`config.mk`:
```
export PLATFORM = sky130hd
export DESIGN_NAME = regfile_mp
export DESIGN_NICKNAME = d
export VERILOG_FILES = /design/src/rtl/regfile_mp.sv
export SDC_FILE = /design/constraint.sdc
export NUM_CORES = 1
export LEC_CHECK = 0
export CORE_ASPECT_RATIO = 0.8
export CORE_MARGIN = 2
export CORE_UTILIZATION = 62
export DETAILED_ROUTE_END_ITERATION = 16
export GPL_ROUTABILITY_DRIVEN = 0
export PLACE_DENSITY = 0.85
export SLEW_MARGIN = 20
export SYNTH_ARGS = -nofsm -noshare
export SYNTH_HDL_FRONTEND = slang
export SYNTH_SLANG_ARGS = --single-unit
export TNS_END_PERCENT = 100
```
`constraint.sdc`:
```
create_clock -name i_clk -period 6.49 [get_ports i_clk]
set_clock_uncertainty 0.2 [all_clocks]
set_input_delay 1.298 -clock i_clk [delete_from_list [all_inputs] [get_ports i_clk]]
set_output_delay 1.298 -clock i_clk [all_outputs]
set_load 0.03 [all_outputs]
```
`src/rtl/regfile_mp.sv`:
```
// Multi-port register file with a soft-clear sweep; define REGFILE_MP_BYPASS_EN for write-through reads.
// Reads are combinational and forced to 0 while busy; writes land on the next edge; no backpressure.
module regfile_mp #(
    parameter int ADDRESS_WIDTH = 5,
    parameter int DATA_WIDTH    = 32,
    parameter int NUM_READ      = 2,
    parameter int DBG_REG       = 10
) (
    input  logic                              i_clk,
    input  logic                              i_rst_n,
    input  logic                              i_clr_req,
    input  logic [NUM_READ*ADDRESS_WIDTH-1:0] i_rd_addr,
    output logic [NUM_READ*DATA_WIDTH-1:0]    o_rd_data,
    input  logic                              i_we,
    input  logic [ADDRESS_WIDTH-1:0]          i_wa,
    input  logic [DATA_WIDTH-1:0]             i_wd,
    output logic [DATA_WIDTH-1:0]             o_dbg_data,
    output logic                              o_busy
);
    localparam int DEPTH = 2**ADDRESS_WIDTH;
    localparam logic [ADDRESS_WIDTH-1:0] LAST_IDX = ADDRESS_WIDTH'(DEPTH-1);
    localparam logic [ADDRESS_WIDTH-1:0] DBG_IDX  = ADDRESS_WIDTH'(DBG_REG);

    typedef enum logic {S_IDLE, S_CLEAR} state_t;

    state_t                  r_state;
    logic [ADDRESS_WIDTH-1:0] r_idx;
    logic [DATA_WIDTH-1:0]   r_regs [DEPTH];

    logic w_idle;
    logic w_wr_en;

    // Reset is folded in so outputs read as "sweeping" even before the first edge.
    assign w_idle  = i_rst_n && (r_state == S_IDLE);
    assign w_wr_en = w_idle && i_we && (i_wa != '0) && !i_clr_req;
    assign o_busy  = !w_idle;

    always_ff @(posedge i_clk) begin
        if (!i_rst_n) begin
            r_state <= S_CLEAR;
            r_idx   <= ADDRESS_WIDTH'(1);
        end else begin
            case (r_state)
                S_IDLE: begin
                    if (i_clr_req) begin
                        r_state <= S_CLEAR;
                        r_idx   <= ADDRESS_WIDTH'(1);
                    end
                end
                S_CLEAR: begin
                    r_idx <= r_idx + ADDRESS_WIDTH'(1);
                    if (r_idx == LAST_IDX) begin
                        r_state <= S_IDLE;
                    end
                end
                default: r_state <= S_IDLE;
            endcase
        end
    end

    // Register 0 is never written; the read path masks it instead.
    always_ff @(posedge i_clk) begin
        if (i_rst_n && (r_state == S_CLEAR)) begin
            r_regs[r_idx] <= '0;
        end else if (w_wr_en) begin
            r_regs[i_wa] <= i_wd;
        end
    end

    function automatic logic [DATA_WIDTH-1:0] read_val(
        input logic                     idle,
        input logic [ADDRESS_WIDTH-1:0] addr,
        input logic                     hit,
        input logic [DATA_WIDTH-1:0]    wd,
        input logic [DATA_WIDTH-1:0]    stored
    );
        if (!idle || (addr == '0)) return '0;
        if (hit) return wd;
        return stored;
    endfunction

    for (genvar gi = 0; gi < NUM_READ; gi++) begin : g_rd
        logic [ADDRESS_WIDTH-1:0] w_addr;
        logic                     w_hit;
        assign w_addr = i_rd_addr[gi*ADDRESS_WIDTH +: ADDRESS_WIDTH];
`ifdef REGFILE_MP_BYPASS_EN
        assign w_hit = w_wr_en && (w_addr == i_wa);
`else
        assign w_hit = 1'b0;
`endif
        assign o_rd_data[gi*DATA_WIDTH +: DATA_WIDTH] = read_val(w_idle, w_addr, w_hit, i_wd, r_regs[w_addr]);
    end

    logic w_dbg_hit;
`ifdef REGFILE_MP_BYPASS_EN
    assign w_dbg_hit = w_wr_en && (DBG_IDX == i_wa);
`else
    assign w_dbg_hit = 1'b0;
`endif
    assign o_dbg_data = read_val(w_idle, DBG_IDX, w_dbg_hit, i_wd, r_regs[DBG_IDX]);

endmodule

```
==> impl_metrics.yaml <==
power:
  p_clk_share_pct: 41.8
  p_leak_nw: 19.6
  switching_share_pct: 21.7
  ir_worst_vdd_v: 0.000217
  p_switching_w: 0.00303
  seq_power_share_pct: 52.2
  cellPowerDensity_nw_per_um2: 254
  power_frac_comb_pct: 6.0
  p_int_w: 0.0109
synth:
  synth_top_area_share_pct: 64.1
  syn_avg_cell_area_um2: 19.8
  synth-main-ff-cell: "edfxtp_1"
  synth.most_common_cell: "edfxtp_1"
  synth_seq_area_share_pct: 64.3
  synth_fp_nets: 2472
  synthDistinctLibCells: 51
  async_flop_share_pct: 0
  synth_top_area_cell: "edfxtp_1"
  ys_top_cells_by_count: "edfxtp_1, mux4_2, mux2i_1, clkbuf_1, and2_1"
  synth_edf_count: 1024
  synth_area_leaders: "edfxtp_1, mux4_2, mux2i_1"
  netlist_instances: 2419
  yosys_warnings: 0
  syn_area_um2: 48000
  ys_ff_latch: 1030
clock_tree:
  cts_setup_buffers: 0
  cts_hold_buf: 0
  clkLatencyLatePin_ps: 670
  numCtsBuffers: 97
  clockBufferDepth: 3
  htreeDepth: 3
  clkSinkCount: 1030
  cts.clk_slew.worst_paths_ps: 60
  cts_tree: "built"
  ctsRootBufferMaster: "clkbuf_16"
  post_cts_resized: 0
timing:
  slew_violations: 0
  min_period_ps: 6060
  hold_slack_ps: 505
  fmax_mhz: 165
  min_period_over_period_pct: 93.3
  final-setup-viol-count: 0
  fin_setup_tns_ps: 0
  slew_headroom_pct: 18.8
  tightest_slew_ps: 1220
  rsz0062_at_grt: "no"
  finalHoldViolCount: 0
worst_setup_path:
  end_kind: "output port"
  r2r_slack_ps: 2670
  timing.rr.start: "r_state$_SDFF_PN1_"
  crit_type: "input pin to output port"
  cp.arrival_ps: 4560
  cp_max_fo: 16
  start_kind: "input pin"
  rr_worst_depth: 7
  r2r_end: "r_regs[0][10]$_DFFE_PP_"
  critPathRequiredTime_ps: 4990
floorplan:
  fp.coreArea_um2: 76900
  initial_core_util_pct: 62.4
  num_rows: 91
  die-area_um2: 79700
  die_height_um: 253
  ios: 148
  dieWidth_um: 315
status:
  status: "finished clean"
routing:
  first_pass_iters: 7
  wl_mm: 151
  wl_per_cell_um: 41.0
  remaining_drc_errors: 0
  drtIter0Drc: 5324
  viasPerCell: 8.07
  via_count: 29808
  route.antenna.remaining_nets: 0
final_layout:
  syn_to_final_growth_pct: 14.4
  layout.nets: 2640
  nFillCells: 4290
  regArea_um2: 30900
  layout-drive-gt1-share_pct: 31.9
  post-route-cell-area_um2: 54900
  fin_util_pct: 71.4
  antenna_cells: 0
  multi_input_area_um2: 16400
min_path:
  whs_path_depth: 2
  min_to: "r_idx[3]$_SDFFE_PN0P_"
  hp-class: "flip-flop to flip-flop"
  hold_start: "r_idx[3]$_SDFFE_PN0P_"
global_routing:
  antenna_found_initial: 9
  grt_pass1_wl_mm: 214
  grt.total_usage_pct: 38.5
  grt_pass1_vias: 29617
  grt_max_degree: 61
  grt-ovfl-total: 0
placement:
  dp.final_hpwl_mm: 87.6
  placed_area_um2: 51600
  portBuffers: 147
run:
  maxCapViolCount: 0
critical path, stage by stage:
cell and delay (ps):
clkdlybuf4s50_1 650, buf_4 280, and2_2 510, buf_4 340
buf_4 240, a22o_1 170, a2111oi_0 80, nor3_1 680
buf_4 290
logic make-up after synthesis:
family | after synthesis | synth area share [%]
DFF | 1030 | 64.3
AOI/OAI and AO/OA | 270 | 4.55
adders and majority gates | 2 | 0.0521
and+or+nand+nor | 190 | 2.18
buffers and inverters | 207 | 2.00
muxes | 720 | 26.9
flip-flops by register name (all words and copies together) (netlist names):
name,count
r_idx,5
r_state,1
r_regs,1024
cell type report:
type,count,area share [%]
Sequential cell,1030,56.2
Clock inverter,63,1.06
Multi-Input combinational cell,1182,30.0
Inverter,3,0.0205
Tap cell,1023,2.33
Timing Repair Buffer,273,5.57
Clock buffer,118,4.83
cells in the final DEF (no fill, tap or decap), types with 9 or more instances in the layout:
| master | Yosys | layout |
|---|---|---|
| edfxtp_1 | 1024 | 1024 |
| mux4_2 | 455 | 455 |
| mux2i_1 | 258 | 258 |
| buf_4 | 13 | 120 |
| clkbuf_16 | 0 | 101 |
| clkdlybuf4s50_1 | 0 | 85 |
| and2_1 | 68 | 64 |
| buf_12 | 0 | 60 |
| o221ai_1 | 60 | 59 |
| a22o_1 | 50 | 50 |
| o22a_1 | 32 | 32 |
| nor3_1 | 38 | 30 |
| o22ai_1 | 29 | 29 |
| a211oi_1 | 29 | 29 |
| nor2_4 | 0 | 25 |
| a2111oi_0 | 25 | 25 |
| clkinv_2 | 0 | 21 |
| clkinv_1 | 0 | 18 |
| nand2_1 | 14 | 13 |
| clkbuf_1 | 101 | 11 |
| a21oi_1 | 10 | 10 |
| nor2_1 | 35 | 10 |
| bufinv_16 | 0 | 10 |
| clkinvlp_4 | 0 | 9 |
metal layers:
layer	share of wire [%]	global-route usage, %	wire, um	vias to the layer above
met5	0.056	0	84	-
met4	6.4	20.0	9690	12
met3	17	14.7	25800	673
met2	44	55.1	66700	3154
met1	32	52.2	49000	15057
li1	-	-	-	10912
how the worst max path moves through the flow:
| stage | start | end | slack, ps |
|---|---|---|---|
| floorplan | i_wa[2] | r_regs[14][0]$_DFFE_PP_ | 1100 |
| global placement | i_rst_n | o_rd_data[40] | 640 |
| detailed placement | i_rst_n | o_rd_data[40] | 620 |
| CTS | i_rd_addr[3] | o_rd_data[4] | 580 |
| global route | i_rd_addr[3] | o_rd_data[10] | 460 |
| finish | i_rd_addr[3] | o_rd_data[10] | 430 |
stage by stage:
| step | instances | power, W | setup WS (ps) |
|---|---|---|---|
| 2_1_floorplan | 2419 | 0.00793 | 1100 |
| 3_3_place_gp | 3509 | 0.00820 | 642 |
| 3_5_place_dp | 3509 | 0.00822 | 617 |
| 4_1_cts | 3690 | 0.0139 | 578 |
| 5_1_grt | 3692 | 0.0142 | 464 |
| 6_report | 3692 | 0.0139 | 435 |
power by group through the flow:
stage / clock [W] / sequential, W / combinational, W
final: 0.00582 / 0.00727 / 0.000831
after global routing: 0.00605 / 0.00727 / 0.000848
after CTS: 0.00581 / 0.00727 / 0.000812
after detailed placement: 0 / 0.00741 / 0.000804
after global placement: 0 / 0.00741 / 0.000791
after floorplan: 0 / 0.00741 / 0.000524
No activity file was read; power rests on OpenSTA's default activity.
